[config.mk]
export PLATFORM = sky130hd
export DESIGN_NAME = powlib_rrarb
export DESIGN_NICKNAME = d
export VERILOG_FILES = /design/src/rtl/powlib_pkg.sv /design/src/rtl/powlib_flipflop.sv /design/src/rtl/powlib_rrarb.sv
export SDC_FILE = /design/constraint.sdc
export NUM_CORES = 1
export LEC_CHECK = 0
export BUFFER_PORTS_ARGS = -buffer_cell sky130_fd_sc_hd__buf_4
export CAP_MARGIN = 40
export CELL_PAD_IN_SITES_DETAIL_PLACEMENT = 1
export CELL_PAD_IN_SITES_GLOBAL_PLACEMENT = 1
export CORE_UTILIZATION = 28
export CTS_CLUSTER_SIZE = 8
export DETAILED_ROUTE_END_ITERATION = 12
export HOLD_SLACK_MARGIN = 0.05
export PLACE_DENSITY_LB_ADDON = 0.1
export SETUP_SLACK_MARGIN = 0.02
export SYNTH_ARGS = -nofsm -noshare
export SYNTH_HDL_FRONTEND = slang
export SYNTH_SLANG_ARGS = --single-unit
[constraint.sdc]
create_clock -name clk -period 2.71 [get_ports clk]
set_clock_uncertainty 0.15 [all_clocks]
set_input_delay 0 -clock clk [delete_from_list [all_inputs] [get_ports clk]]
set_output_delay 0 -clock clk [all_outputs]
set_load 0.01 [all_outputs]
[src/rtl/powlib_pkg.sv]
// Shared definitions for the powlib blocks: arbiter FSM states and a ceil-log2 helper.
package powlib_pkg;

    typedef enum logic {
        ARB  = 1'b0,
        LOCK = 1'b1
    } rrarb_state_t;

    function automatic int clog2(input int v);
        int r;
        r = 0;
        for (int i = 0; i < 31; i++) begin
            if ((1 << i) < v) r = i + 1;
        end
        return r;
    endfunction

endpackage

[src/rtl/powlib_flipflop.sv]
// Generic register with reset value INIT, optional async reset (EAR) and optional load enable (EVLD).
module powlib_flipflop #(
    parameter int           W    = 1,
    parameter logic [W-1:0] INIT = '0,
    parameter bit           EAR  = 1'b0,
    parameter bit           EVLD = 1'b0
) (
    input  logic         clk,
    input  logic         rst,
    input  logic         vld,
    input  logic [W-1:0] idata,
    output logic [W-1:0] odata
);

    logic en;
    assign en = vld || !EVLD;

    generate
        if (EAR) begin : g_async
            always_ff @(posedge clk or posedge rst) begin
                if (rst)     odata <= INIT;
                else if (en) odata <= idata;
            end
        end else begin : g_sync
            always_ff @(posedge clk) begin
                if (rst)     odata <= INIT;
                else if (en) odata <= idata;
            end
        end
    endgenerate

endmodule

[src/rtl/powlib_rrarb.sv]
// Round-robin N:1 arbiter with a one-entry registered output stage.
// Optional burst locking compiled in with POWLIB_RRARB_LOCK_EN (adds the lck port).
module powlib_rrarb
    import powlib_pkg::*;
#(
    parameter int           W    = 8,
    parameter int           N    = 4,
    parameter logic [W-1:0] INIT = '0
) (
    input  logic            clk,
    input  logic            rst,
`ifdef POWLIB_RRARB_LOCK_EN
    input  logic [N-1:0]    lck,
`endif
    input  logic [N*W-1:0]  idata,
    input  logic [N-1:0]    ivld,
    output logic [N-1:0]    irdy,
    output logic [W-1:0]    odata,
    output logic            ovld,
    output logic [((N>1) ? clog2(N) : 1)-1:0] osel,
    input  logic            ordy
);

    localparam int IW = (N > 1) ? clog2(N) : 1;

    logic [IW-1:0]   ptr, g, nptr, owner;
    logic            any, ld, acc, lock_act;
    logic [W+IW-1:0] dnext, oq;

    function automatic int wrap_idx(input int a);
        return (a >= N) ? a - N : a;
    endfunction

    assign ld = !ovld || ordy;

    // Grant: the locked owner, or the first valid requester at or after ptr.
    always_comb begin
        g   = '0;
        any = 1'b0;
        if (lock_act) begin
            g   = owner;
            any = ivld[owner];
        end else begin
            for (int k = 0; k < N; k++) begin
                if (!any && ivld[wrap_idx(int'(ptr) + k)]) begin
                    g   = IW'(wrap_idx(int'(ptr) + k));
                    any = 1'b1;
                end
            end
        end
    end

    always_comb begin
        irdy = '0;
        if (!rst && ld && any) irdy[g] = 1'b1;
    end

    assign acc  = |irdy;
    assign nptr = (int'(g) == N - 1) ? '0 : g + IW'(1);

    // The register loads on every ld; an idle load recirculates so odata/osel hold.
    assign dnext = acc ? {g, idata[int'(g)*W +: W]} : {osel, odata};

    powlib_flipflop #(
        .W    (W + IW),
        .INIT ({IW'(0), INIT}),
        .EAR  (1'b0),
        .EVLD (1'b1)
    ) u_oreg (
        .clk   (clk),
        .rst   (rst),
        .vld   (ld),
        .idata (dnext),
        .odata (oq)
    );

    assign {osel, odata} = oq;

    always_ff @(posedge clk) begin
        if (rst) begin
            ovld <= 1'b0;
            ptr  <= '0;
        end else if (ld) begin
            ovld <= acc;
            if (acc) ptr <= nptr;
        end
    end

`ifdef POWLIB_RRARB_LOCK_EN
    rrarb_state_t    state_q, state_d;
    logic [IW-1:0]   owner_d;

    always_ff @(posedge clk) begin
        if (rst) begin
            state_q <= ARB;
            owner   <= '0;
        end else begin
            state_q <= state_d;
            owner   <= owner_d;
        end
    end

    always_comb begin
        state_d = state_q;
        owner_d = owner;
        case (state_q)
            ARB: begin
                if (acc && lck[g]) begin
                    state_d = LOCK;
                    owner_d = g;
                end
            end
            LOCK: begin
                if (acc && !lck[owner]) state_d = ARB;
            end
            default: state_d = ARB;
        endcase
    end

    assign lock_act = (state_q == LOCK);
`else
    assign owner    = '0;
    assign lock_act = 1'b0;
`endif

endmodule

==> results of run 1 <==
==> routing by layer <==
layer | routed length [um] | track usage, % | part of all wire [%]
met1 | 1670 | 26.4 | 42
met3 | 186 | 4.62 | 4.7
met5 | 0 | 0 | 0
met2 | 2060 | 42.1 | 52
met4 | 29 | 4.13 | 0.74
==> worst register-to-register path: stages, from the launching register on <==
cell and delay (ns):
dfxtp_1 0.36, and2b_1 0.22, a311oi_4 0.27, or2_4 0.20, inv_4 0.12, ha_1 0.26
o31a_1 0.37, a21oi_4 0.26, o31ai_1 0.13
==> flip-flops by register name, summed over array words and instances (netlist names) <==
signal / count
u_oreg.odata: 10
ptr: 2
ovld: 1
==> per-stage QoR <==
| stage | instances | hold slack [ns] | total power, mW | setup slack (ns) | cell area [um^2] |
|---|---|---|---|---|---|
| floorplan | 107 | -0.0776 | 0.525 | 0.0829 | 996 |
| global placement | 204 | 0.0503 | 0.702 | 0.202 | 1450 |
| detailed placement | 204 | 0.0656 | 0.717 | 0.0275 | 1450 |
| CTS | 239 | 0.0534 | 0.919 | 0.0988 | 1790 |
| global route | 243 | 0.0767 | 0.996 | 0.0785 | 1830 |
| finish | 243 | 0.0533 | 0.937 | 0.239 | 1830 |
==> cell families (layout without fill, tap and decap cells) <==
family / Yosys count / in the layout / synth area share, %
adders and majority gates: 1 / 1 / 1.27
DFF: 13 / 13 / 26.4
buffers and inverters: 11 / 101 / 5.70
muxes: 1 / 1 / 1.01
and+or+nand+nor: 20 / 20 / 11.4
AOI/OAI and AO/OA: 61 / 61 / 54.2
==> what timing repair did <==
item,CTS,global route
hold endpoints to repair,12,0
pin swaps,0,1
gates resized for setup,1,1
hold buffers,31,0
setup buffers,0,4
endpoints found under the setup margin,1,9
==> cell type report <==
class,instances,share of cell area (%)
repair buffers,93,42.5
multi-input cells,83,37.6
flip-flops and latches,13,14.3
well taps,46,3.15
clock buffers,4,1.44
inverters,4,0.960
==> where the power goes <==
part | total, mW | switching, mW | internal (mW)
sequential | 0.272 | 0.0337 | 0.238
clock | 0.126 | 0.0686 | 0.0572
combinational | 0.539 | 0.256 | 0.283
total | 0.937 | 0.359 | 0.578
==> placed cells by master, fill, tap and decap left out, types with 2 or more instances in the layout <==
| master | Yosys | final |
|---|---|---|
| buf_4 | 0 | 62 |
| dlygate4sd3_1 | 0 | 31 |
| o21a_1 | 17 | 17 |
| dfxtp_1 | 13 | 12 |
| a211oi_1 | 10 | 10 |
| a211oi_2 | 8 | 8 |
| o2111ai_1 | 8 | 8 |
| o31ai_1 | 8 | 8 |
| nor2_1 | 5 | 5 |
| clkbuf_4 | 0 | 3 |
| or2_2 | 2 | 2 |
| nand2_1 | 2 | 2 |
| nand2b_1 | 2 | 2 |
| inv_1 | 2 | 2 |
| a21oi_1 | 2 | 2 |
| o211a_1 | 2 | 2 |
==> worst max path at each step <==
stage / slack, ns / to / depth (start not counted) / start
after floorplan: 0.08 / u_oreg.odata[9] / 9 / ptr[0]
after global placement: 0.20 / u_oreg.odata[0] / 8 / ptr[0]
after detailed placement: 0.03 / u_oreg.odata[2] / 8 / ptr[1]
after CTS: 0.1 / u_oreg.odata[2] / 8 / ptr[1]
after global routing: 0.08 / u_oreg.odata[3] / 8 / ptr[0]
final: 0.24 / u_oreg.odata[2] / 8 / ptr[0]
==> metrics.txt, run 1 <==
slowest stage cell, crit path=o31a_1; reg2reg start=ptr[0]; Multi-input gate area=687 um^2; post-synthesis cell count=107; Syn Std Cell Area=987 um^2; DRT Pass-1 Iters=4; Max Buffers Root-to-Sink=2; top cells by count, synth=17 x o21a_1, 13 x dfxtp_1, 10 x a211oi_1; fin util=54.3%; R2R Setup Slk=0.24 ns; most frequent cell after synthesis=o21a_1; final-report hold violation count=0; ranking of synthesized cells by area=dfxtp_1 26%, o21a_1 13%, a211oi_2 10%; synth warn=0; max-slew violation count=0; reg2reg end=u_oreg.odata[2]; CP Capture Type=flop; die width=61.4 um; Synth Net Count=147; grt ovf=0; core area=3360 um^2; Syn Area/Cell=9.23 um^2; number of global-route vias before repair=1284; Reg clk slew, reported paths=0.08 ns; worst hold path endpoint=u_oreg.odata[6]; CP top delay family=compound AO/OA/AOI/OAI gates; largest net degree at the start of global routing=20; max-cap check violation count=0; Synth cell types=35; global-route wire length before repair=6.07 mm; Req. time, crit path=2.72 ns; Final setup viols=0; sequential area share after synthesis=26.4%; hold path start=idata[6]; Antenna Violating Nets Remaining=0; CTS tree=done; Setup crit start kind=flop; post-synth top area cell=dfxtp_1; pin slew with the least headroom to its limit=0.590 ns; initial antenna violation count=0; register area=262 um^2; share of cells above drive strength 1=42.1%; die height=61.4 um; DRC viols=0; # nets final=238; Area growth, synth to finish=84.9%; Worst-Skew Late Latency=0.28 ns; drt wl/cell=16.2 um; PwrDens=513 nW/um^2; # rows=21; RSZ-0062 raised after global routing=false; Max Freq=0.405 GHz; CP max stage delay=0.37 ns; initial core utilization=29.4%; GPL Wtd Cong=0.809; outcome=completed; Synth Flop Type=dfxtp_1; CP Max Fanout=19; CP bufs+invs=1; Post-synth ARST share=0%; IO Pins=54; H-tree Lvls=1; hold path depth=4; arrival time worst endpoint=2.48 ns; die area=3770 um^2; WL final=3.94 mm; total CTS buffers=3; final worst path period share=91.2%; Yosys reg bits=13; setup TNS=0 ns; min Tclk post-route=2.47 ns; number of synthesized flops with an enable pin=0; # diodes=0; R2R cell count=8; Leak=0.788 nW; post-DR vias/cell=5.28; Max VDD drop=0.000218 V; critical setup path kind=reg2reg; GR Util All Layers=22.4%; headroom to the max-slew limit=60.4%; detailed placer's ending HPWL=2.70 mm; I/O Buffers=53; CP Cell Sequence=and2b_1, a311oi_4, or2_4, inv_4, ha_1, o31a_1, a21oi_4, o31ai_1; DR vias=1282; 1st-iter DRT viols=29; CTS Root Cell=clkbuf_4; HP Class=in2reg; Yosys top cell area share=26.4%; Layout fillers=417; total clock sinks=13
Note: power is estimated with default switching activity, not from simulation.
==> run 2: changes to the inputs <==
--- a/config.mk
+++ b/config.mk
@@ -7,13 +7,11 @@
 export LEC_CHECK = 0
 export BUFFER_PORTS_ARGS = -buffer_cell sky130_fd_sc_hd__buf_4
 export CAP_MARGIN = 40
-export CELL_PAD_IN_SITES_DETAIL_PLACEMENT = 1
-export CELL_PAD_IN_SITES_GLOBAL_PLACEMENT = 1
-export CORE_UTILIZATION = 28
+export CORE_UTILIZATION = 40
 export CTS_CLUSTER_SIZE = 8
 export DETAILED_ROUTE_END_ITERATION = 12
 export HOLD_SLACK_MARGIN = 0.05
-export PLACE_DENSITY_LB_ADDON = 0.1
+export PLACE_DENSITY = 0.76
 export SETUP_SLACK_MARGIN = 0.02
 export SYNTH_ARGS = -nofsm -noshare
 export SYNTH_HDL_FRONTEND = slang
==> run 2 against run 1 <==
Compared with the run above: worst hold slack improved by 0.0056 ns; register-to-register slack got worse by 0.14 ns; core utilization increased by 24 points; routed wire length decreased by 12%; highest routed layer unchanged; first-iteration DRC count decreased by 10%; largest power group unchanged; cell area decreased by 2.1%; largest cell class unchanged; total power decreased by 1.8%; sequential power decreased by 2%; clock power decreased by 4%.
==> metrics.txt, run 2 (synthesis results as in run 1) <==
outcome=completed; reg2reg end=ptr[1]; top flop regs=u_oreg.odata: 10 flops, ptr: 2 flops, ovld: 1 flops; H-tree Lvls=1; arrival time worst endpoint=2.62 ns; Reg clk slew, reported paths=0.08 ns; number of global-route vias before repair=1246; Cell Int Power=0.570 mW; CP Max Fanout=19; worst hold path endpoint=u_oreg.odata[4]; DR vias=1256; max-cap check violation count=0; initial core utilization=43.4%; PwrDens=515 nW/um^2; hold path depth=4; max-slew violation count=0; share of cells above drive strength 1=40.7%; commonest non-fill, non-tap cell in the layout=buf_4; CP Cell Sequence=and2b_1, a311oi_4, or2_4, inv_4, ha_1, o31a_1, a211oi_1, a211oi_2; CP max stage delay=0.38 ns; WL final=3.48 mm; total clock sinks=13; die height=51.7 um; initial antenna violation count=0; slowest stage cell, crit path=dfxtp_1; CP Capture Type=flop; grt ovf=0; Final setup viols=0; Max Freq=0.383 GHz; I/O Buffers=53; commonest cells after routing, fill and taps aside=58 x buf_4, 32 x dlygate4sd3_1, 17 x o21a_1; R2R Setup Slk=0.1 ns; # diodes=0; RSZ-0062 raised after global routing=true; Leak=0.777 nW; Area growth, synth to finish=81.0%; Req. time, crit path=2.71 ns; Clock power frac=13.2%; critical setup path kind=reg2reg; Final Non-Filler Cells=222; CTS Root Cell=clkbuf_4; core area=2280 um^2; Max Buffers Root-to-Sink=2; GR Util All Layers=29.1%; HP Class=in2reg; final worst path period share=96.4%; die area=2670 um^2; Setup crit start kind=flop; sequential share of power=29.0%; Worst-Skew Late Latency=0.28 ns; die width=51.7 um; IO Pins=54; Worst Hold Margin=0.0588 ns; post-DR vias/cell=5.66; Sw Ratio=38.1%; CTS tree=done; # rows=17; total CTS buffers=3; final-report hold violation count=0; Max VDD drop=0.000382 V; hold path start=idata[4]; largest net degree at the start of global routing=20; pin slew with the least headroom to its limit=0.613 ns; reg2reg start=ptr[0]; Sw Pwr=0.350 mW; setup TNS=0 ns; placed cell count=186; DRC viols=0; drt wl/cell=15.7 um; DRT Pass-1 Iters=4; min Tclk post-route=2.61 ns; 1st-iter DRT viols=26; Largest Register=u_oreg.odata; global-route wire length before repair=5.73 mm; detailed placer's ending HPWL=2.18 mm; number of flip-flops under the largest register name=10; R2R cell count=8; fin util=78.5%; # nets final=235; headroom to the max-slew limit=58.8%; Comb power frac=57.9%; GPL Wtd Cong=0.867; Antenna Violating Nets Remaining=0
[run 2: cell types whose count changed in the layout (fill, tap and decap cells not counted), sizes merged]
cell and change:
buf -4, dlygate4sd3 +1
[run 2: layer usage]
| metal | part of all wire (%) | up-vias | GRT usage (%) |
|---|---|---|---|
| met4 | 1.4 | 0 | 6.76 |
| met1 | 40 | 587 | 32.0 |
| met5 | 0 | - | 0 |
| li1 | - | 610 | - |
| met3 | 6.2 | 6 | 5.56 |
| met2 | 52 | 53 | 56.3 |
[run 2: worst max-delay path: cells and delay by family (launching register included)]
family                     cells  cell delay, ns
adders and majority gates      1            0.27
AOI/OAI and AO/OA              4            1.07
DFF                            1            0.38
buffers and inverters          1            0.14
and+or+nand+nor                2            0.49
[run 2: worst max-delay path by stage]
stage          startpoint              end  slack [ns]  depth (start not counted)
6_report           ptr[0]           ptr[1]         0.1                          8
5_1_grt            ptr[0]  u_oreg.odata[1]       0.009                          9
4_1_cts            ptr[1]  u_oreg.odata[4]        0.11                          8
3_5_place_dp       ptr[1]  u_oreg.odata[4]        0.11                          8
3_3_place_gp       ptr[0]  u_oreg.odata[4]        0.23                          8
2_1_floorplan      ptr[0]  u_oreg.odata[9]        0.08                          9
[run 2: power groups by stage]
| stage | Clock [mW] | Combinational (mW) | Sequential (mW) |
|---|---|---|---|
| floorplan | 0 | 0.241 | 0.284 |
| global placement | 0 | 0.423 | 0.267 |
| detailed placement | 0 | 0.431 | 0.269 |
| CTS | 0.122 | 0.505 | 0.266 |
| global route | 0.134 | 0.566 | 0.271 |
| finish | 0.121 | 0.532 | 0.266 |
[run 2: cell type report]
| type | instances | area (um^2) |
|---|---|---|
| clock buffer | 4 | 26.3 |
| fill | 147 | 489 |
| inverter | 4 | 17.5 |
| multi-input combinational | 83 | 692 |
| sequential | 13 | 260 |
| tap | 28 | 35.0 |
| timing repair buffer | 90 | 756 |
[run 2: repair_timing]
action,CTS,global route
hold buffers,32,0
hold endpoints to repair,13,0
buffers inserted,0,0
gates resized for setup,0,2
setup endpoints to repair,0,9
[run 2: metrics by stage]
step | instance area, um^2 | worst slack [ns] | power, mW
6_report | 1790 | 0.0977 | 0.920
5_1_grt | 1790 | 0.00870 | 0.970
4_1_cts | 1770 | 0.109 | 0.892
3_5_place_dp | 1430 | 0.115 | 0.700
3_3_place_gp | 1430 | 0.231 | 0.691
2_1_floorplan | 996 | 0.0829 | 0.525
==> run 3: changes to the inputs <==
--- a/config.mk
+++ b/config.mk
@@ -12,6 +12,7 @@
 export DETAILED_ROUTE_END_ITERATION = 12
 export HOLD_SLACK_MARGIN = 0.05
 export PLACE_DENSITY = 0.76
+export REMOVE_ABC_BUFFERS = 1
 export SETUP_SLACK_MARGIN = 0.02
 export SYNTH_ARGS = -nofsm -noshare
 export SYNTH_HDL_FRONTEND = slang
==> run 3 against run 2 <==
Compared with the run above: first-iteration DRC count increased by 54%; critical endpoint is now u_oreg.odata[5]; largest power group unchanged; worst hold slack gained 0.16 ns; setup slack better by 0.097 ns.
==> metrics.txt, run 3 (synthesis results as in run 1) <==
outcome=completed; commonest cells after routing, fill and taps aside=60 x buf_4, 34 x dlygate4sd3_1, 17 x o21a_1; pin slew with the least headroom to its limit=0.596 ns; Final setup viols=0; GR Util met3=4.39%; initial antenna violation count=0; arrival time worst endpoint=2.54 ns; die width=51.7 um; WL final=3.79 mm; IO Pins=54; placed cell count=187; number of global-route vias before repair=1271; Worst-Skew Late Latency=0.29 ns; CP Capture Type=flop; post-DR vias/cell=5.91; core area=2280 um^2; final-report hold violation count=0; GPL Wtd Cong=0.896; CP max stage delay=0.41 ns; RSZ-0062 raised after global routing=false; DRT Pass-1 Iters=4; final worst path period share=92.8%; largest net degree at the start of global routing=20; grt met1 use=35.5%; met2 Usage GRT=49.4%; die area=2670 um^2; Sw Pwr=0.364 mW; sequential share of power=28.7%; CP Max Fanout=19; Cell Int Power=0.581 mW; total clock sinks=13; Sw Ratio=38.5%; # rows=17; fin util=79.8%; DRC viols=0; Max Freq=0.398 GHz; Antenna Violating Nets Remaining=0; GR Util All Layers=29.5%; 1st-iter DRT viols=40; number of flip-flops under the largest register name=10; Max Buffers Root-to-Sink=2; initial core utilization=43.4%; min Tclk post-route=2.52 ns; die height=51.7 um; detailed placer's ending HPWL=2.04 mm; CP top delay family=compound AO/OA/AOI/OAI gates; share of cells above drive strength 1=40.4%; Power, Total=0.946 mW; critical setup path kind=reg2reg; grt ovf=0; Final Non-Filler Cells=226; Worst Slack Setup Final=0.194 ns; worst slack at placement=0.174 ns; worst hold path endpoint=u_oreg.odata[8]; slowest stage cell, crit path=dfxtp_1; R2R cell count=9; H-tree Lvls=1; Setup crit start kind=flop; CP bufs+invs=2; Max VDD drop=0.000397 V; CTS tree=done; CTS Root Cell=clkbuf_4; Area growth, synth to finish=84.0%; DR vias=1335; # diodes=0; global-route wire length before repair=5.76 mm; CP Cell Sequence=nand2_1, a311oi_4, or2_4, inv_4, ha_1, o31ai_4, buf_4, o2111ai_1, o31ai_1; Largest Register=u_oreg.odata; I/O Buffers=53; Comb power frac=57.9%; # nets final=239; Reg clk slew, reported paths=0.08 ns; total CTS buffers=3; hold path start=ivld[1]; headroom to the max-slew limit=59.9%; Req. time, crit path=2.74 ns; top flop regs=u_oreg.odata: 10 flops, ptr: 2 flops, ovld: 1 flops; HP Class=in2reg; setup TNS=0 ns; max-slew violation count=0; commonest non-fill, non-tap cell in the layout=buf_4; reg2reg end=u_oreg.odata[5]; max-cap check violation count=0; R2R Setup Slk=0.19 ns; hold path depth=5; Clock power frac=13.4%; reg2reg start=ptr[1]; PwrDens=521 nW/um^2; drt wl/cell=16.8 um; Leak=0.794 nW; grt peak-use layer=met2
-- run 3: tightest hold or removal path: cells and delay by family --
kind | cells | cell delay [ns]
AND/OR/NAND/NOR | 2 | 0.36
AO/OA/AOI/OAI | 2 | 0.16
buffers and inverters | 1 | 0.09
-- run 3: area by class of cell --
cell class	instances	area [um^2]
multi-input cells	83	687
fillers	130	459
well taps	28	35.0
repair buffers	94	791
flip-flops and latches	13	260
clock buffers	4	26.3
inverters	4	17.5
-- run 3: power groups by stage --
stage,clock (mW),sequential (mW),combinational [mW]
floorplan,0,0.284,0.221
global placement,0,0.270,0.418
detailed placement,0,0.271,0.424
CTS,0.120,0.267,0.509
global route,0.132,0.276,0.581
finish,0.127,0.271,0.547
-- run 3: routing by layer --
metal	part of all wire [%]	wire, um	vias to the layer above
li1	-	-	617
met1	39	1470	614
met2	49	1870	87
met3	7.9	300	17
met4	4.0	150	0
met5	0	0	-
-- run 3: timing repair --
item	in CTS	in global routing
gates resized for setup	0	2
hold buffers	34	0
setup endpoints to repair	0	8
buffers inserted	0	1
hold endpoints to repair	13	0
-- run 3: how the worst max path moves through the flow --
stage           start               to  slack, ns  cells past startpoint
2_1_floorplan  ptr[0]  u_oreg.odata[9]      -0.32                      8
3_3_place_gp   ptr[0]  u_oreg.odata[2]       0.24                      8
3_5_place_dp   ptr[1]  u_oreg.odata[7]       0.17                      8
4_1_cts        ptr[1]  u_oreg.odata[2]       0.17                      8
5_1_grt        ptr[1]  u_oreg.odata[3]       0.07                      7
6_report       ptr[1]  u_oreg.odata[5]       0.19                      9
-- run 3: metrics by stage --
| step | instance area (um^2) | hold WS [ns] |
|---|---|---|
| after floorplan | 948 | -0.0776 |
| after global placement | 1430 | 0.0494 |
| after detailed placement | 1430 | 0.0514 |
| after CTS | 1790 | 0.196 |
| after global routing | 1820 | 0.314 |
| final | 1820 | 0.216 |
